**src/rtl/oka_pkg.sv**
```systemverilog
// oka_pkg: shared constants, FSM state encoding and even/odd coefficient split
// helpers for the Karatsuba sequential carry-less multiplier.
//   N  : operand width in coefficients (must be even)
//   H  : sub-multiplier width (N/2)
//   PW : sub-product width (2H-1)
package oka_pkg;

  localparam int N  = 16;
  localparam int H  = N / 2;
  localparam int PW = 2 * H - 1;

  typedef enum logic [2:0] {
    IDLE   = 3'd0,
    MUL_EE = 3'd1,
    MUL_OO = 3'd2,
    MUL_MM = 3'd3,
    DONE   = 3'd4
  } state_e;

  // Coefficients 0,2,4,.. of v packed into H bits.
  function automatic logic [H-1:0] even_bits(input logic [N-1:0] v);
    logic [H-1:0] r;
    r = '0;
    for (int i = 0; i < H; i++) r[i] = v[2*i];
    return r;
  endfunction

  // Coefficients 1,3,5,.. of v packed into H bits.
  function automatic logic [H-1:0] odd_bits(input logic [N-1:0] v);
    logic [H-1:0] r;
    r = '0;
    for (int i = 0; i < H; i++) r[i] = v[2*i+1];
    return r;
  endfunction

endpackage

```
**src/rtl/clmul_hbit.sv**
```systemverilog
// clmul_hbit: combinational W x W carry-less (GF(2)[x]) multiplier.
//   a_i : W-bit polynomial
//   b_i : W-bit polynomial
//   p_o : 2W-1 bit product, XOR of shifted AND rows
module clmul_hbit #(
  parameter int W = 8
) (
  input  logic [W-1:0]   a_i,
  input  logic [W-1:0]   b_i,
  output logic [2*W-2:0] p_o
);

  logic [W-1:0][2*W-2:0] pp;

  // One partial-product row per coefficient of b, pre-shifted into place.
  for (genvar i = 0; i < W; i++) begin : g_row
    assign pp[i] = {{(W-1){1'b0}}, a_i & {W{b_i[i]}}} << i;
  end

  always_comb begin
    p_o = '0;
    for (int i = 0; i < W; i++) p_o = p_o ^ pp[i];
  end

endmodule

```
**src/rtl/oka_seq_mul_ctrl.sv**
```systemverilog
// oka_seq_mul_ctrl: sequential 16x16 carry-less multiplier. One shared HxH
// carry-less multiplier is reused over three cycles for the even/even,
// odd/odd and mixed Karatsuba sub-products, then the result is recombined.
//   clk       : clock
//   rst       : synchronous active-high reset
//   in_valid  / in_ready  : operand handshake (in_ready high only in IDLE)
//   in_a, in_b: N-bit operands, coefficient i at bit i
//   out_valid / out_ready : result handshake, result held while stalled
//   out_p     : 2N-1 bit product
module oka_seq_mul_ctrl
  import oka_pkg::*;
(
  input  logic           clk,
  input  logic           rst,
  input  logic           in_valid,
  output logic           in_ready,
  input  logic [N-1:0]   in_a,
  input  logic [N-1:0]   in_b,
  output logic           out_valid,
  input  logic           out_ready,
  output logic [2*N-2:0] out_p
);

  state_e state_q, state_d;

  logic [H-1:0]   ae_q, ao_q, be_q, bo_q;
  logic [PW-1:0]  pee_q, poo_q;
  logic [2*N-2:0] out_p_q, out_p_d;
  logic           out_valid_q;

  logic [H-1:0]   mul_a, mul_b;
  logic [PW-1:0]  mul_p;

  assign in_ready  = (state_q == IDLE);
  assign out_valid = out_valid_q;
  assign out_p     = out_p_q;

  // Next state and shared-multiplier operand select.
  always_comb begin
    state_d = state_q;
    mul_a   = ae_q;
    mul_b   = be_q;
    unique case (state_q)
      IDLE:   if (in_valid) state_d = MUL_EE;
      MUL_EE: state_d = MUL_OO;
      MUL_OO: begin
        mul_a   = ao_q;
        mul_b   = bo_q;
        state_d = MUL_MM;
      end
      MUL_MM: begin
        mul_a   = ae_q ^ ao_q;
        mul_b   = be_q ^ bo_q;
        state_d = DONE;
      end
      DONE:   if (out_ready) state_d = IDLE;
      default: state_d = IDLE;
    endcase
  end

  clmul_hbit #(.W(H)) u_clmul (
    .a_i (mul_a),
    .b_i (mul_b),
    .p_o (mul_p)
  );

  // Recombine. Pmm is taken live from the multiplier during MUL_MM so the
  // result registers on the same edge that enters DONE.
  // Even coefficients: Pee[k] ^ Poo[k-1]; the extended vectors supply the
  // zero ends, which also makes the top coefficient equal Poo[PW-1].
  // Odd coefficients: Pee ^ Poo ^ Pmm (the Karatsuba middle term).
  logic [PW-1:0] m;
  logic [PW:0]   pee_x, poo_sh;

  always_comb begin
    m       = pee_q ^ poo_q ^ mul_p;
    pee_x   = {1'b0, pee_q};
    poo_sh  = {poo_q, 1'b0};
    out_p_d = '0;
    for (int k = 0; k <= PW; k++) out_p_d[2*k]   = pee_x[k] ^ poo_sh[k];
    for (int k = 0; k <  PW; k++) out_p_d[2*k+1] = m[k];
  end

  always_ff @(posedge clk) begin
    if (rst) begin
      state_q     <= IDLE;
      ae_q        <= '0;
      ao_q        <= '0;
      be_q        <= '0;
      bo_q        <= '0;
      pee_q       <= '0;
      poo_q       <= '0;
      out_p_q     <= '0;
      out_valid_q <= 1'b0;
    end else begin
      state_q <= state_d;
      unique case (state_q)
        IDLE: if (in_valid) begin
          ae_q <= even_bits(in_a);
          ao_q <= odd_bits(in_a);
          be_q <= even_bits(in_b);
          bo_q <= odd_bits(in_b);
        end
        MUL_EE: pee_q <= mul_p;
        MUL_OO: poo_q <= mul_p;
        MUL_MM: begin
          out_p_q     <= out_p_d;
          out_valid_q <= 1'b1;
        end
        DONE: if (out_ready) out_valid_q <= 1'b0;
        default: ;
      endcase
    end
  end

endmodule

```
**config.mk**
```make
export PLATFORM = sky130hd
export DESIGN_NAME = oka_seq_mul_ctrl
export DESIGN_NICKNAME = d
export VERILOG_FILES = /design/src/rtl/oka_pkg.sv /design/src/rtl/clmul_hbit.sv /design/src/rtl/oka_seq_mul_ctrl.sv
export SDC_FILE = /design/constraint.sdc
export NUM_CORES = 1
export LEC_CHECK = 0
export CAP_MARGIN = 10
export CORE_AREA = 2 2 104 106
export DETAILED_ROUTE_END_ITERATION = 12
export DIE_AREA = 0 0 106 108
export PLACE_DENSITY = 0.74
export SYNTH_ARGS = -nofsm -noshare
export SYNTH_HDL_FRONTEND = slang
export SYNTH_SLANG_ARGS = --single-unit
```
**constraint.sdc**
```tcl
create_clock -name clk -period 2.4 [get_ports clk]
set_clock_uncertainty 0.1 [all_clocks]
set_input_delay 0.36 -clock clk [delete_from_list [all_inputs] [get_ports clk]]
set_output_delay 0.36 -clock clk [all_outputs]
set_load 0.1 [all_outputs]
```
**Yosys cells after proc, flatten, opt, wreduce, memory -nomap -nowiden**

Cells that the tools add are included.

- Register bits after elaboration: 97
- Input port bits: 36
- Output and inout bits: 33
- Word-level logic and storage cells: 60

- Eq/ne operators: 6
- Multiplexer cells: 7
- Bitwise logic cells: 33
- Reduce and logical (&&, ||, !) cells: 5

Operator list:

| kind | number |
|---|---|
| bitwise AND 8 bit | 8 |
| bitwise XOR 15 bit | 3 |
| one-hot mux 8 bit (2 select lines) | 2 |
| bitwise XOR 8 bit | 2 |
| one-hot mux 3 bit (5 select lines) | 1 |
| bitwise XOR 15 x 10 -> 15 bit | 1 |
| bitwise XOR 15 x 11 -> 15 bit | 1 |
| bitwise XOR 15 x 12 -> 15 bit | 1 |
| bitwise XOR 15 x 13 -> 15 bit | 1 |
| bitwise XOR 15 x 14 -> 15 bit | 1 |
| bitwise XOR 1 bit | 14 |
| bitwise XOR 8 x 9 -> 9 bit | 1 |
| == test 3 x 2 -> 1 bit, second input constant | 2 |
| 2-to-1 mux 3 bit | 2 |
| AND reduction 2 bit | 3 |
| != test 2 bit, second input constant | 2 |
| == test 3 x 1 -> 1 bit, second input constant | 1 |
| == test 3 bit, second input constant | 1 |
| zero test 3 bit | 1 |
| one-hot mux 1 bit (2 select lines) | 1 |
| nonzero test 2 bit | 1 |
| 2-to-1 mux 1 bit | 1 |

**Logic depth before layout (Yosys ltp)**

- Depth in word-level cells: 11
- Depth in mapped cells: 11
- Depth with buffers taken out: 8

**By module**

A second synthesis with hierarchy kept.

- Cell total of the unflattened synthesis: 619
- Area total of the unflattened synthesis: 4844.6 um2

Modules (own cells, without submodules):

| module | times used | cells an instance | area an instance (um2) | seq. area each (um2) |
|---|---|---|---|---|
| oka_seq_mul_ctrl | 1 | 493 | 4096.4 | 1941.9 |
| clmul_hbit | 1 | 126 | 748.2 | 0.0 |

**Least setup slack after synthesis**

Ideal clock, no wire load.

- Kind: reg2reg
- From: register state_q[0]
- To: register ae_q[0]
- Setup time: 71 ps
- Data arrival time: 3596 ps
- Required time: 2229 ps
- Setup slack: -1366 ps
- Cell stages (with the launch flop): 8
- Buffers on the path: 3
- Period minus slack after synthesis: 3766 ps
- Cell sequence: dfxtp_1 > clkbuf_1 > nor3_1 > and2_1 > clkbuf_1 > clkbuf_1 > nand2_1 > a21oi_1

- Longest elaborated chain between the ends: 2

RTL lines:

| element | RTL line | text |
|---|---|---|
| start: declaration | oka_seq_mul_ctrl.sv:24 | `state_e state_q, state_d;` |
| start signal: assignment | oka_seq_mul_ctrl.sv:96 | `state_q <= state_d;` |
| zero test 3 bit | - |  |
| net in_ready | oka_seq_mul_ctrl.sv:16 | `output logic in_ready,` |
| AND reduction 2 bit (no line) | - |  |
| end signal: assignment | oka_seq_mul_ctrl.sv:99 | `ae_q <= even_bits(in_a);` |
| end: declaration | oka_seq_mul_ctrl.sv:26 | `logic [H-1:0] ae_q, ao_q, be_q, bo_q;` |

The timed path passes the listed nets, and every way through them passes these cells.
A chain may end at the register's enable or synchronous reset.

**Worst setup path in the final report**

- From: register state_q[1]
- To: register out_p_q[17] (netlist: out_p[17])

- Longest elaborated chain between the ends: 11
- Elaborated cells between the ends (all ways): 19
- Classes of those cells: 2 x eq/ne; 2 x mux; 15 x bitwise

RTL lines:

| element | RTL line | text |
|---|---|---|
| == test 3 x 2 -> 1 bit (on tied branches) | oka_seq_mul_ctrl.sv:43, oka_seq_mul_ctrl.sv:97 |  |
| one-hot mux 8 bit (2 select lines) | oka_seq_mul_ctrl.sv:43 | `unique case (state_q)` |
| bitwise AND 8 bit | clmul_hbit.sv:17 | `assign pp[i] = {{(W-1){1'b0}}, a_i & {W{b_i[i]}}} << i;` |
| bitwise XOR 8 x 9 -> 9 bit | clmul_hbit.sv:22 | `for (int i = 0; i < W; i++) p_o = p_o ^ pp[i];` |
| bitwise XOR 15 x 10 -> 15 bit | clmul_hbit.sv:22 |  |
| bitwise XOR 15 x 11 -> 15 bit | clmul_hbit.sv:22 |  |
| bitwise XOR 15 x 12 -> 15 bit | clmul_hbit.sv:22 |  |
| bitwise XOR 15 x 13 -> 15 bit | clmul_hbit.sv:22 |  |
| bitwise XOR 15 x 14 -> 15 bit | clmul_hbit.sv:22 |  |
| bitwise XOR 15 bit | clmul_hbit.sv:22 |  |
| bitwise XOR 15 bit | oka_seq_mul_ctrl.sv:76 | `m = pee_q ^ poo_q ^ mul_p;` |
| end signal: assignment | oka_seq_mul_ctrl.sv:107 | `out_p_q <= out_p_d;` |
| end: declaration | oka_seq_mul_ctrl.sv:28 | `logic [2*N-2:0] out_p_q, out_p_d;` |

Parallel ways exist; a longest one is shown, timed or not.

==> results.json <==
{
  "cp.required_ns": 2.56,
  "grt-ovfl-total": 0,
  "wirelength_um": 13400,
  "vias": 4793,
  "clock_latency_ns": 0.37,
  "period_needed_ns": 2.51,
  "cp_slowest_cell": "a211o_1",
  "drv_slew": 0,
  "synth_most_common_cell": "nand2_1",
  "multi_input_area_um2": 3190,
  "violations": "negative setup slack",
  "final-hold-violation-count": 0,
  "max-slew-margin-rel_pct": 71.4,
  "place_hpwl_um": 9280,
  "cts_root_buf": "clkbuf_8",
  "cp_common_cell": "a211o_1",
  "layout.cells.non_filler": 901,
  "drive_above_1_share_pct": 26.4,
  "syn_area_um2": 5040,
  "fin_crit_sh_pct": 104,
  "grt_pass1_wl_um": 21600,
  "rsz0062_at_grt": "true",
  "cp_max_fo": 13,
  "synth_cell_type_count": 36,
  "setup.worst_path.class": "register to register",
  "synth-seq-cells": 97,
  "diodes": 0,
  "p_leak_nw": 2.60,
  "yosys-top-cells-count": "nand2_1 (145), dfxtp_1 (97), a21oi_1 (78)",
  "wl_per_cell_um": 14.9,
  "core_area_um2": 10200,
  "htreeDepth": 3,
  "clkTransAtPathRegs_ns": 0.09,
  "grt_pass1_vias": 4486,
  "antenna_found_initial": 0,
  "register_area_um2": 1940,
  "worstMarginPinSlew_ns": 0.429,
  "synth_top_area_share_pct": 38.5,
  "critPathLaunchType": "register",
  "detail_route.first_pass.iterations": 5,
  "area_delta_synth_final_pct": 37.8,
  "path_cells": "nor2b_4, buf_12, buf_4, a21oi_2, a21oi_4, o211ai_1, a211o_1, a211o_1, a311o_1",
  "synthFlopType": "dfxtp_1",
  "port-buffer-count": 68,
  "place_inst": 861,
  "hold_ws_ns": 0.359,
  "synth_area_leaders": "dfxtp_1 (39%), nand2_1 (11%), xnor2_1 (9.7%)",
  "fp.dieW_um": 106,
  "end_kind": "register",
  "max_freq_ghz": 0.399,
  "async_flop_share_pct": 0,
  "hold_class": "register to register",
  "finish.net_count": 796,
  "ff2ff_path_depth": 9,
  "grt_max_degree": 96,
  "initialDrtViolationCount": 265,
  "start_util_pct": 49.3,
  "setup_violations": 13,
  "fin_ws_ns": -0.105,
  "clockBufferDepth": 2,
  "power_density_nw_per_um2": 615,
  "drt.antenna.violating_nets": 0,
  "grt_usage_pct": 23.7,
  "die_area_um2": 11400,
  "die_h_um": 108,
  "ys_seq_area_share_pct": 38.5,
  "fillCellCount": 864,
  "outcome": "finished with violations",
  "cpPeakStageDelay_ns": 0.36,
  "syn_area_per_cell_um2": 8.00,
  "numCtsBuffers": 9,
  "drc": 0,
  "rows": 37,
  "post_drt_via_cell_ratio": 5.32,
  "synth-edff-count": 0,
  "ios": 69,
  "synth_area_leader_cell": "dfxtp_1",
  "cp.arrival_ns": 2.67,
  "clkSinkCount": 97,
  "postSynthNetCount": 666,
  "ys_warn_count": 0,
  "cap_violations": 0,
  "vdd_drop_max_mv": 0.406,
  "hold_path_depth": 2,
  "gp_congestion": 0.902,
  "cts_tree": "done",
  "synthCells": 630
}
## cell type report
type,instances,area share (%)
multi-input cells,493,46.0
well taps,136,2.45
inverters,1,0.0540
clock buffers,10,1.84
flip-flops and latches,97,28.0
repair buffers,158,20.6
clock inverters,6,1.13
## path summary, 6_finish.rpt
check	start	endpoint	slack, ns
setup / recovery	state_q[1]$_SDFFE_PP0P_	out_p[17]$_SDFFE_PP0N_	-0.11
hold / removal	out_p[29]$_SDFFE_PP0N_	out_p[29]$_SDFFE_PP0N_	0.36
setup reg to reg	state_q[1]$_SDFFE_PP0P_	out_p[17]$_SDFFE_PP0N_	-0.11
hold reg to reg	out_p[29]$_SDFFE_PP0N_	out_p[29]$_SDFFE_PP0N_	0.36
## critical path, delay by kind of cell, from the launching register on
kind                   cells  cell delay [ns]
flip-flops                 1             0.34
buffers and inverters      2             0.27
AO/OA/AOI/OAI              6             1.50
AND/OR/NAND/NOR            1             0.20
## kinds of logic after synthesis
group	count (synthesis)	share of synthesized area [%]
buf+inv	40	3.92
compound gates	180	23.3
flops	97	38.5
simple gates	239	19.6
xor+xnor	74	14.8
## stage by stage
step	util [%]	setup slack, ns	instance area (um2)	setup TNS, ns	total power [W]
2_1_floorplan	-	-0.00312	5050	-0.00312	0.00258
3_3_place_gp	60.6	-0.0935	6200	-0.297	0.00298
3_5_place_dp	60.6	-0.119	6200	-0.526	0.00300
4_1_cts	65.6	-0.0678	6710	-0.372	0.00422
5_1_grt	67.9	-0.208	6950	-2.90	0.00448
6_report	67.9	-0.105	6950	-0.573	0.00427
## registers in the layout, indices dropped and copies added (netlist names)
name       count
state_q        3
out_p         31
pee_q         15
out_valid      1
ae_q           8
be_q           8
bo_q           8
poo_q         15
ao_q           8
## placed cells by master (no fill, tap or decap), drive strengths merged, types with 9 or more instances in the layout
cell type      Yosys  routed
nor2              52      52
clkbuf            30      10
xor2              11      11
a21o               9       9
a21oi             93      93
nand2            145     145
o211ai             9       9
o21ai             20      20
dfxtp             97      97
buf                9     124
a211oi            35      35
nand3             23      23
clkdlybuf4s50      0      34
xnor2             56      56
## layer usage
layer  vias up  share of wire, %  track usage [%]
met5         -                 0                0
met4         0               1.5             7.71
met3        16               4.5             4.22
met2       103                48             38.8
met1      2247                46             32.0
li1       2427                 -                -
## report_power, final
group          total [W]  internal (W)  switching [W]  leakage, nW
clock            0.00112      0.000497       0.000623       0.0959
combinational    0.00135      0.000603       0.000751         1.71
sequential       0.00180       0.00171      0.0000902        0.790
## what timing repair did
| item | in CTS | in global routing |
|---|---|---|
| pin swaps | 13 | 10 |
| hold buffers | 0 | 0 |
| buffers inserted | 15 | 7 |
| cloned | 2 | 0 |
| gates resized for setup | 31 | 34 |
| endpoints found under the setup margin | 8 | 32 |
Note: power is estimated with default switching activity, not from simulation.
